## config.mk

```make
export PLATFORM = sky130hd
export DESIGN_NAME = priority_enc8t3_seq_flat
export DESIGN_NICKNAME = d
export VERILOG_FILES = /design/src/rtl/priority_enc8t3_seq_if.sv /design/src/rtl/priority_enc8t3_seq.sv /design/src/flat_wrapper.sv
export SDC_FILE = /design/constraint.sdc
export NUM_CORES = 1
export LEC_CHECK = 0
export ABC_CLOCK_PERIOD_IN_PS = 2550
export CORE_MARGIN = 3
export CORE_UTILIZATION = 40
export CTS_BUF_LIST = sky130_fd_sc_hd__clkbuf_2 sky130_fd_sc_hd__clkbuf_4 sky130_fd_sc_hd__clkbuf_8
export CTS_CLUSTER_DIAMETER = 80
export CTS_CLUSTER_SIZE = 12
export DETAILED_ROUTE_END_ITERATION = 12
export PLACE_DENSITY = 0.74
export SETUP_SLACK_MARGIN = 0.02
export SLEW_MARGIN = 20
export SYNTH_ARGS = -nofsm -noshare
export SYNTH_HDL_FRONTEND = slang
export SYNTH_SLANG_ARGS = --single-unit
```

## constraint.sdc

```tcl
create_clock -name clk -period 2.55 [get_ports clk]
set_clock_uncertainty 0.1 [all_clocks]
set_input_delay 0.6375 -clock clk [delete_from_list [all_inputs] [get_ports clk]]
set_output_delay 0.6375 -clock clk [all_outputs]
set_load 0.01 [all_outputs]
```

## src/rtl/priority_enc8t3_seq_if.sv

```systemverilog
// Request/index handshake bundle for priority_enc8t3_seq.
// The request source and the index consumer both sit on the master side.
interface priority_enc8t3_seq_if;
  logic       en;
  logic [7:0] w;
  logic       w_valid;
  logic       w_ready;
  logic [2:0] y;
  logic       y_valid;
  logic       y_ready;
  logic       last;
  logic       zero;

  modport master (
    output en, w, w_valid, y_ready,
    input  w_ready, y, y_valid, last, zero
  );

  modport slave (
    input  en, w, w_valid, y_ready,
    output w_ready, y, y_valid, last, zero
  );
endinterface

```

## src/rtl/priority_enc8t3_seq.sv

```systemverilog
// Sequential 8-to-3 priority encoder: accepts one request vector, then emits
// the index of each set bit, lowest first, one beat per output handshake.
module priority_enc8t3_seq (
  input  logic                  clk,
  input  logic                  rst,
  priority_enc8t3_seq_if.slave  bus
);

  localparam int N    = 8;
  localparam int LOGN = 3;

  typedef enum logic {IDLE, EMIT} state_t;

  state_t            state_q, state_d;
  logic [N-1:0]      pend_q, pend_d;
  logic              zflag_q, zflag_d;

  logic [LOGN-1:0]   low_idx;
  logic [N-1:0]      pend_cleared;
  logic              one_hot;
  logic              last_beat;

  // Downward scan so the final hit is the lowest set bit.
  always_comb begin
    low_idx = '0;
    for (int i = N - 1; i >= 0; i--) begin
      if (pend_q[i]) begin
        low_idx = LOGN'(i);
      end
    end
  end

  assign pend_cleared = pend_q & ~(N'(1) << low_idx);
  assign one_hot      = (pend_q != '0) && (pend_cleared == '0);
  assign last_beat    = zflag_q || one_hot;

  always_comb begin
    state_d = state_q;
    pend_d  = pend_q;
    zflag_d = zflag_q;
    case (state_q)
      IDLE: begin
        if (bus.w_valid && bus.en) begin
          pend_d  = bus.w;
          zflag_d = (bus.w == '0);
          state_d = EMIT;
        end
      end
      EMIT: begin
        if (bus.y_ready) begin
          pend_d = pend_cleared;
          if (last_beat) begin
            pend_d  = '0;
            zflag_d = 1'b0;
            state_d = IDLE;
          end
        end
      end
      default: begin
        state_d = IDLE;
      end
    endcase
  end

  always_ff @(posedge clk or posedge rst) begin
    if (rst) begin
      state_q <= IDLE;
      pend_q  <= '0;
      zflag_q <= 1'b0;
    end else begin
      state_q <= state_d;
      pend_q  <= pend_d;
      zflag_q <= zflag_d;
    end
  end

  // Reset gates w_ready directly so it drops without waiting for an edge.
  assign bus.w_ready = (state_q == IDLE) && bus.en && !rst;
  assign bus.y_valid = (state_q == EMIT);
  assign bus.y       = (state_q == EMIT) ? low_idx : '0;
  assign bus.last    = (state_q == EMIT) && last_beat;
  assign bus.zero    = (state_q == EMIT) && zflag_q;

endmodule

```

## src/flat_wrapper.sv

```systemverilog
// flat-port wrapper written by rule: the top's interface ports become plain ports
module priority_enc8t3_seq_flat 
  (clk, rst, bus_en, bus_w, bus_w_valid, bus_y_ready, bus_w_ready, bus_y, bus_y_valid, bus_last, bus_zero);
  priority_enc8t3_seq_if bus_i ();
  input  logic clk;
  input  logic rst;
  input wire logic [$bits(bus_i.en)-1:0] bus_en;
  input wire logic [$bits(bus_i.w)-1:0] bus_w;
  input wire logic [$bits(bus_i.w_valid)-1:0] bus_w_valid;
  input wire logic [$bits(bus_i.y_ready)-1:0] bus_y_ready;
  output wire logic [$bits(bus_i.w_ready)-1:0] bus_w_ready;
  output wire logic [$bits(bus_i.y)-1:0] bus_y;
  output wire logic [$bits(bus_i.y_valid)-1:0] bus_y_valid;
  output wire logic [$bits(bus_i.last)-1:0] bus_last;
  output wire logic [$bits(bus_i.zero)-1:0] bus_zero;
  assign bus_i.en = bus_en;
  assign bus_i.w = bus_w;
  assign bus_i.w_valid = bus_w_valid;
  assign bus_i.y_ready = bus_y_ready;
  assign bus_w_ready = bus_i.w_ready;
  assign bus_y = bus_i.y;
  assign bus_y_valid = bus_i.y_valid;
  assign bus_last = bus_i.last;
  assign bus_zero = bus_i.zero;
  priority_enc8t3_seq u_core (.clk(clk), .rst(rst), .bus(bus_i));
endmodule
```

==> results.ini, run 1 <==
[timing]
worst_pin_slew_ns = 0.3994
setup_violations = 1
fin_crit_sh_pct = 105.5
clock.fmax_mhz = 371.7
fin_crit_ns = 2.691
hold_viol = 0
rsz0062_at_grt = yes
worst_slack_ns = -0.1406
final_max_slew_viol_count = 0
fin_tns_setup_ns = -0.1406
slew_headroom_pct = 73.13

[die]
std_cell_rows = 14
die_y_um = 49.22
die_area_sq_um = 2422
coreArea_sq_um = 1629
die_x_um = 49.22
initial_core_util_pct = 45.85
ios = 20

[drt]
vias_per_cell = 5.731
drc = 0
totalWireLength_mm = 2.131
drtPass1Iterations = 4
ant_nets = 0
drt_iter0_markers = 16
via_count = 745
routedWlPerCell_um = 16.39

[logic_synthesis]
syn-cell-area_sq_um = 747.0
synth_edf_count = 0
ys.warnings.count = 0
postSynthCellCount = 79
synth_ff_type = dfrtp_1
yosysSeqAreaShare_pct = 33.50
synth_seq_cells = 10
async_flop_share_pct = 100.0
synthesis.nets = 92
ys_types = 33
avgSynthCellArea_sq_um = 9.455

[worst_setup_path]
reg2reg_depth = 6
critPathLaunchType = flop
r2r_slack_ns = 0.61
critical_path_arrival_ns = 1.95
critPathCaptureType = output port
path_max_fanout = 2
rr_endpoint = u_core.pend_q[7]
criticalPathCategory = reg2out
worst_ep_required_time_ns = 1.81
r2r-start = u_core.pend_q[0]

[clocking]
cts_root_buf = clkbuf_4
cts_tree = built
cts_sinks = 10
cts_buffers = 3
clock_latency_ns = 0.27
clkTransAtPathRegs_ns = 0.07
ctsLongestPathBuffers = 2
cts-htree-levels = 1

[outcome]
status = complete, but fails checks
violations = negative setup slack

[hold_path]
holdPathEnd = u_core.zflag_q
hold_path_depth = 2
hold_path_class = reg2reg
hold_start = u_core.zflag_q

[global_route]
grt_overflow = 0
first_global_vias = 748
antenna_found_initial = 0
grt_max_degree = 12
grt_use_total_pct = 19.76
grt_pass1_wl_mm = 3.629

[placement]
globalplace.congestion = 0.8486
portBuffers = 19
dp_hpwl_mm = 1.492
pre_cts_slack_ns = -0.2832

[cells_and_area]
mostFrequentLayoutCells = clkdlybuf4s50_1 (14), buf_4 (11), dfrtp_1 (10), o21ai_0 (9), a22o_1 (6)
fillCellCount = 145
post_route_cells_drive_above_1_share_pct = 25.47
final_common_cell = clkdlybuf4s50_1
diodes = 0
fin_nets = 120
area_growth_pct = 41.04

[job]
cap_violations = 0

[power_and_ir_drop]
power.density_nw_per_um2 = 1315
p_leak_nw = 0.4839
peakVddDrop_v = 0.0008524

[area by class of cell]
cell class	instances	area (sq um)	area share, %
Clock buffer	4	36.28	3.444
Inverter	4	15.01	1.425
Multi-Input combinational cell	57	444.2	42.16
Sequential cell	10	250.2	23.75
Tap cell	24	30.03	2.850
Timing Repair Buffer	31	277.8	26.37
[power by group]
part	switching (mW)	leakage, nW	total [mW]	internal (mW)
clock network	0.0577	0.0210	0.144	0.0868
logic	0.496	0.333	0.965	0.469
registers	0.0548	0.130	0.276	0.222
total	0.608	0.484	1.39	0.777
[state kept, by name (all words and copies together), names as in the netlist]
register,flops
u_core.pend_q,8
u_core.bus.y_valid,1
u_core.zflag_q,1
[per-stage QoR]
step | std cells | hold WS [ns] | cell area, sq um | total power, mW | utilization [%]
2_1_floorplan | 79 | 0.3777 | 747.0 | 0.8807 | -
3_3_place_gp | 124 | 0.4825 | 959.7 | 1.088 | 58.91
3_5_place_dp | 124 | 0.4786 | 959.7 | 1.111 | 58.91
4_1_cts | 130 | 0.5283 | 1051 | 1.365 | 64.52
5_1_grt | 130 | 0.5973 | 1054 | 1.478 | 64.67
6_report | 130 | 0.5327 | 1054 | 1.385 | 64.67
[critical path: stages (launching register included)]
cell and delay, ns:
dfrtp_1 0.39, or4_4 0.58, a2111oi_4 0.35, nor4_2 0.11
o21bai_1 0.12, buf_2 0.14
[per-layer routing]
layer  wire (um)  vias up  part of all wire, %  GRT usage, %
met3         146        4                  6.9         5.505
met4          27        0                  1.3         6.161
met2        1032       34                   48         33.04
li1            -      352                    -             -
met5           0        -                    0             0
met1         924      355                   43         24.29
[worst max path at each step]
stage                     depth (start not counted)        to        startpoint  slack [ns]
after global routing                              5  bus_last  u_core.pend_q[2]       -0.23
after global placement                            5  bus_last  u_core.pend_q[3]       -0.23
after CTS                                         6  bus_last  u_core.pend_q[0]       -0.17
after floorplan                                   6  bus_last  u_core.pend_q[3]        0.03
final                                             5  bus_last  u_core.pend_q[0]       -0.14
after detailed placement                          6  bus_last  u_core.pend_q[3]       -0.28
[synth_stat cells (2+ instances only)]
cell type	instances	area, sq um
nor2_1	4	15.01
nor3_1	4	20.02
nor4_1	6	37.54
o21ai_1	2	10.01
a22o_1	6	52.55
inv_1	4	15.01
a22o_2	2	20.02
buf_6	5	56.30
a21oi_1	2	10.01
o21ai_0	9	45.04
dfrtp_1	10	250.2
nand2_1	3	11.26
o21bai_1	2	15.01
[cells by family after synthesis]
group           share of synthesized area (%)
compound gates                          30.32
xor+xnor                                1.173
buf+inv                                 13.06
flops                                   33.50
simple gates                            21.94
[what timing repair did]
item                                   in CTS  in global routing
setup buffers                               2                  0
hold buffers                                0                  0
pin swaps                                   6                  1
endpoints found under the hold margin       0                  0
setup endpoints to repair                   4                  2
gates resized for setup                    14                  1
Note: power is estimated with default switching activity, not from simulation.
==> run 2: changes to the inputs <==
- CTS_BUF_LIST: sky130_fd_sc_hd__clkbuf_2 sky130_fd_sc_hd__clkbuf_4 sky130_fd_sc_hd__clkbuf_8 -> sky130_fd_sc_hd__clkbuf_8
==> run 2 against run 1 <==
Net effect: the flow still finishes with violations (negative setup slack); total power increased by 4.9%; final cell count stayed put; combinational power increased by 0.8%; count of clock-buffer cells in the layout unchanged; setup slack improved by 0.0043 ns; routed wire length rose by 4.0%; sequential share of layout area fell by 0.42 points; sequential power increased by 2%; largest power group unchanged; final area rose by 1.8%; hold slack better by 0.0014 ns; critical path depth did not move; largest cell class unchanged; utilization is 1.2 points higher; critical endpoint unchanged.
==> results.ini, run 2 (same netlist as run 1, synthesis figures left out) <==
[outcome]
status = complete, but fails checks  ; unchanged
violations = negative setup slack  ; unchanged

[drt]
drtPass1Iterations = 6  ; was 4
drc = 0  ; unchanged
drt_iter0_markers = 24  ; was 16
via_count = 745  ; unchanged
vias_per_cell = 5.731  ; unchanged
routedWlPerCell_um = 17.05  ; was 16.39 um
ant_nets = 0  ; unchanged
totalWireLength_mm = 2.217  ; was 2.131 mm

[timing]
worst_slack_ns = -0.1363  ; was -0.1406 ns
slew_headroom_pct = 71.53  ; was 73.13%
hold_viol = 0  ; unchanged
final_max_slew_viol_count = 0  ; unchanged
rsz0062_at_grt = yes  ; unchanged
worst_pin_slew_ns = 0.4232  ; was 0.3994 ns
fin_crit_ns = 2.686  ; was 2.691 ns
setup_violations = 1  ; unchanged
fin_crit_sh_pct = 105.3  ; was 105.5%
clock.fmax_mhz = 372.3  ; was 371.7 MHz

[cells_and_area]
diodes = 0  ; unchanged
largest_reg_flops = 8  ; unchanged
area_growth_pct = 43.55  ; was 41.04%
final_util_pct = 65.82  ; was 64.67%
final_cell_area_sq_um = 1072  ; was 1054 sq um
fin_nets = 120  ; unchanged
mostFrequentLayoutCells = clkdlybuf4s50_1 (14), buf_4 (11), dfrtp_1 (10), o21ai_0 (9), a22o_1 (6)  ; unchanged
final_common_cell = clkdlybuf4s50_1  ; unchanged
finalNonFillerCells = 130  ; unchanged
top_register = u_core.pend_q  ; unchanged
post_route_cells_drive_above_1_share_pct = 25.47  ; unchanged

[clocking]
cts_buffers = 3  ; unchanged
cts_root_buf = clkbuf_8  ; was clkbuf_4
cts_tree = built  ; unchanged
clkTransAtPathRegs_ns = 0.05  ; was 0.07 ns
ctsLongestPathBuffers = 2  ; unchanged
cts_sinks = 10  ; unchanged
cts-htree-levels = 1  ; unchanged
clock_latency_ns = 0.24  ; was 0.27 ns

[global_route]
first_global_vias = 765  ; was 748
grt_max_degree = 12  ; unchanged
grt_pass1_wl_mm = 3.767  ; was 3.629 mm
grt_overflow = 0  ; unchanged
use_met3_pct = 5.810  ; was 5.505%
grt.busiest_layer = met2  ; unchanged
grt.met2_usage_pct = 34.60  ; was 33.04%
grt_use_total_pct = 20.33  ; was 19.76%
met1_usage_pct = 24.29  ; unchanged
antenna_found_initial = 0  ; unchanged

[worst_setup_path]
cp_cell_sequence = or4_4 -> a2111oi_4 -> nor4_2 -> o21bai_1 -> buf_2  ; unchanged
slowest_delay_ns = 0.58  ; about the same
cp_slowest_cell = or4_4  ; unchanged
critPathLaunchType = flop  ; unchanged
critical_path_arrival_ns = 1.95  ; about the same
critPathCaptureType = output port  ; unchanged
crit_buf_inv = 1  ; unchanged
criticalPathCategory = reg2out  ; unchanged
crit_family = simple AND/OR/NAND/NOR gates  ; unchanged
path_max_fanout = 2  ; unchanged
worst_ep_required_time_ns = 1.81  ; about the same

[die]
ios = 20  ; unchanged
coreArea_sq_um = 1629  ; unchanged
die_y_um = 49.22  ; unchanged
die_x_um = 49.22  ; unchanged
die_area_sq_um = 2422  ; unchanged
initial_core_util_pct = 45.85  ; unchanged
std_cell_rows = 14  ; unchanged

[placement]
dp_cells = 124  ; unchanged
dp_hpwl_mm = 1.492  ; unchanged
pre_cts_slack_ns = -0.2832  ; unchanged
postPlaceCellArea_sq_um = 959.7  ; unchanged
portBuffers = 19  ; unchanged
globalplace.congestion = 0.8486  ; unchanged

[power_and_ir_drop]
peakVddDrop_v = 0.0007304  ; was 0.0008524 V
power.density_nw_per_um2 = 1355  ; was 1315 nW/um^2
p_leak_nw = 0.4916  ; was 0.4839 nW

[job]
cap_violations = 0  ; unchanged

[hold_path]
hold_path_class = reg2reg  ; unchanged

==> run 2: changes by cell type in the layout (fill, tap and decap cells not counted) <==
cell | before | now
clkbuf_4 | 3 | 0
clkbuf_8 | 1 | 4
==> run 2: metal layers <==
metal | routed length, um | part of all wire [%]
met5 | 0 | 0
met4 | 45 | 2.0
met3 | 219 | 9.9
met2 | 1091 | 49
met1 | 861 | 39
==> run 2: where the power goes <==
part | total [mW] | internal [mW] | switching, mW | leakage (nW)
clock network | 0.199 | 0.136 | 0.0634 | 0.0288
registers | 0.281 | 0.222 | 0.0591 | 0.130
logic | 0.973 | 0.469 | 0.504 | 0.333
==> run 2: stage by stage <==
stage                     TNS (ns)  hold slack [ns]  power, mW
after global routing       -0.2056           0.5768      1.545
after detailed placement   -0.3324           0.4786      1.111
after CTS                  -0.1281           0.5366      1.425
final                      -0.1363           0.5342      1.453
after global placement     -0.2460           0.4825      1.088
after floorplan                  0           0.3777     0.8807
==> run 2: path summary, 6_finish.rpt <==
| kind | from | end | slack [ns] | depth (start not counted) |
|---|---|---|---|---|
| worst max-delay path | u_core.pend_q[0] | bus_last | -0.14 | 5 |
| worst min-delay path | u_core.zflag_q | u_core.zflag_q | 0.53 | 2 |
| worst max register to register | u_core.pend_q[0] | u_core.pend_q[7] | 0.57 | 6 |
| worst min register to register | u_core.zflag_q | u_core.zflag_q | 0.53 | 2 |
| max in group asynchronous | rst | u_core.pend_q[4] | 1.45 | 2 |
| min in group asynchronous | rst | u_core.bus.y_valid | 0.61 | 2 |
==> run 2: final cells by class <==
cell class	count	area (sq um)
clock buffer	4	55.05
fill	137	556.8
inverter	4	15.01
multi-input combinational	57	444.2
sequential	10	250.2
tap	24	30.03
timing repair buffer	31	277.8
==> run 2: tightest hold or removal path, delay by kind of cell, from the launching register on <==
family | cells | cell delay, ns
buf+inv | 1 | 0.08
compound gates | 1 | 0.11
flops | 1 | 0.39
==> run 2: repair_timing <==
action	in CTS	in global routing
gates resized for setup	14	1
hold buffers	0	0
buffers inserted	2	0
setup endpoints to repair	4	2
pin swaps	6	1
cloned	0	0
==> run 3: changes to the inputs <==
- CORE_UTILIZATION: 40 -> 46
- PLACE_DENSITY: 0.74 -> 0.83
==> run 3 against run 2 <==
Net effect: sequential share of layout area is 0.082 points higher; final cell count is 6.9% lower; die area is 12% lower; setup slack worse by 0.013 ns; non-clock buffer count is 1 higher; critical path type unchanged; fmax is 0.47% lower; the run still ends with negative setup slack left; largest cell class unchanged.
==> results.ini, run 3 (same netlist as run 1, synthesis figures left out) <==
[power_and_ir_drop]
peakVddDrop_v = 0.0006871  ; was 0.0007304 V
p_total_mw = 1.483  ; was 1.453 mW
p_leak_nw = 0.4917  ; was 0.4916 nW
power.density_nw_per_um2 = 1388  ; was 1355 nW/um^2

[cells_and_area]
post_route_cells_drive_above_1_share_pct = 28.30  ; was 25.47%
finalNonFillerCells = 121  ; was 130
diodes = 0  ; unchanged
top_register = u_core.pend_q  ; unchanged
largest_reg_flops = 8  ; unchanged
area_growth_pct = 43.05  ; was 43.55%
mostFrequentLayoutCells = clkdlybuf4s50_1 (14), buf_4 (12), dfrtp_1 (10), o21ai_0 (9), a22o_1 (6)  ; was clkdlybuf4s50_1 (14), buf_4 (11), dfrtp_1 (10), o21ai_0 (9), a22o_1 (6)
final_common_cell = clkdlybuf4s50_1  ; unchanged
fin_nets = 121  ; was 120

[clocking]
cts_buffers = 3  ; unchanged
cts_sinks = 10  ; unchanged
ctsLongestPathBuffers = 2  ; unchanged
clkTransAtPathRegs_ns = 0.05  ; about the same
clock_latency_ns = 0.23  ; was 0.24 ns
cts_root_buf = clkbuf_8  ; unchanged
cts-htree-levels = 1  ; unchanged
holdBufCountCts = 0  ; unchanged
cts_tree = built  ; unchanged

[timing]
rsz0062_at_grt = yes  ; unchanged
fin_crit_ns = 2.699  ; was 2.686 ns
worst_pin_slew_ns = 0.4482  ; was 0.4232 ns
fin_crit_sh_pct = 105.8  ; was 105.3%
hold_viol = 0  ; unchanged
clock.fmax_mhz = 370.5  ; was 372.3 MHz
final_max_slew_viol_count = 0  ; unchanged
setup_violations = 1  ; unchanged
worst_slack_ns = -0.1489  ; was -0.1363 ns
slew_headroom_pct = 69.84  ; was 71.53%
fin_tns_setup_ns = -0.1489  ; was -0.1363 ns

[die]
coreArea_sq_um = 1415  ; was 1629 sq um
initial_core_util_pct = 52.79  ; was 45.85%
die_y_um = 46.30  ; was 49.22 um
std_cell_rows = 13  ; was 14
die_area_sq_um = 2143  ; was 2422 sq um
die_x_um = 46.30  ; was 49.22 um
ios = 20  ; unchanged

[drt]
drc = 0  ; unchanged
routedWlPerCell_um = 19.07  ; was 17.05 um
drtPass1Iterations = 4  ; was 6
via_count = 793  ; was 745
totalWireLength_mm = 2.307  ; was 2.217 mm
ant_nets = 0  ; unchanged
drt_iter0_markers = 28  ; was 24
vias_per_cell = 6.554  ; was 5.731

[worst_setup_path]
worst_ep_required_time_ns = 1.81  ; about the same
critPathLaunchType = flop  ; unchanged
critPathCaptureType = output port  ; unchanged
criticalPathCategory = reg2out  ; unchanged
critical_path_arrival_ns = 1.96  ; was 1.95 ns
path_max_fanout = 4  ; was 2

[global_route]
grt_max_degree = 12  ; unchanged
grt_overflow = 0  ; unchanged
grt_use_total_pct = 24.30  ; was 20.33%
first_global_vias = 754  ; was 765
antenna_found_initial = 0  ; unchanged
grt_pass1_wl_mm = 3.574  ; was 3.767 mm

[placement]
portBuffers = 19  ; unchanged
dp_cells = 115  ; was 124
dp_hpwl_mm = 1.565  ; was 1.492 mm
globalplace.congestion = 0.8720  ; was 0.8486

[hold_path]
hold_path_class = reg2reg  ; unchanged

[job]
cap_violations = 0  ; unchanged

[outcome]
violations = negative setup slack  ; unchanged
status = complete, but fails checks  ; unchanged

## run 3: final cells by class
type	instances	area (sq um)
sequential	10	250.2
inverter	4	15.01
timing repair buffer	32	285.3
fill	106	346.6
tap	15	18.77
clock buffer	3	41.29
multi-input combinational	57	457.9
## run 3: final timing paths
check,start,to,slack [ns],depth (start not counted)
max,u_core.pend_q[1],bus_last,-0.15,6
min,u_core.zflag_q,u_core.zflag_q,0.51,2
max reg2reg,u_core.pend_q[1],u_core.pend_q[7],0.43,7
min reg2reg,u_core.zflag_q,u_core.zflag_q,0.51,2
max in group asynchronous,rst,u_core.pend_q[4],1.42,2
min in group asynchronous,rst,u_core.pend_q[0],0.64,2
## run 3: power by group
group | switching, mW | internal, mW | leakage, nW
Sequential | 0.0618 | 0.222 | 0.130
Clock | 0.0553 | 0.103 | 0.0216
Combinational | 0.539 | 0.501 | 0.341
Total | 0.656 | 0.826 | 0.492
## run 3: timing repair
item                       CTS  global route
resized for setup           17             1
gates cloned                 0             0
pin swaps                    4             4
buffers inserted             1             2
setup endpoints to repair    4             2
## run 3: critical path: stages (launching register included)
cell	delay, ns
dfrtp_1	0.39
or4_4	0.58
buf_6	0.16
nor4_4	0.24
nor4_2	0.08
o21bai_1	0.13
buf_2	0.14
## run 3: metal layers
| metal | GRT usage, % | routed length (um) |
|---|---|---|
| met1 | 30.29 | 886 |
| met3 | 1.172 | 229 |
| met4 | 11.36 | 51 |
| met5 | 0 | 0 |
| met2 | 42.31 | 1141 |
## run 3: through the flow
| step | setup WS [ns] | utilization [%] | hold slack (ns) | area (sq um) |
|---|---|---|---|---|
| 2_1_floorplan | 0.03013 | - | 0.3777 | 747.0 |
| 3_3_place_gp | -0.2341 | 67.02 | 0.4708 | 948.4 |
| 3_5_place_dp | -0.2905 | 67.02 | 0.4929 | 948.4 |
| 4_1_cts | -0.07268 | 74.27 | 0.5030 | 1051 |
| 5_1_grt | -0.2045 | 75.51 | 0.5524 | 1069 |
| 6_report | -0.1489 | 75.51 | 0.5069 | 1069 |
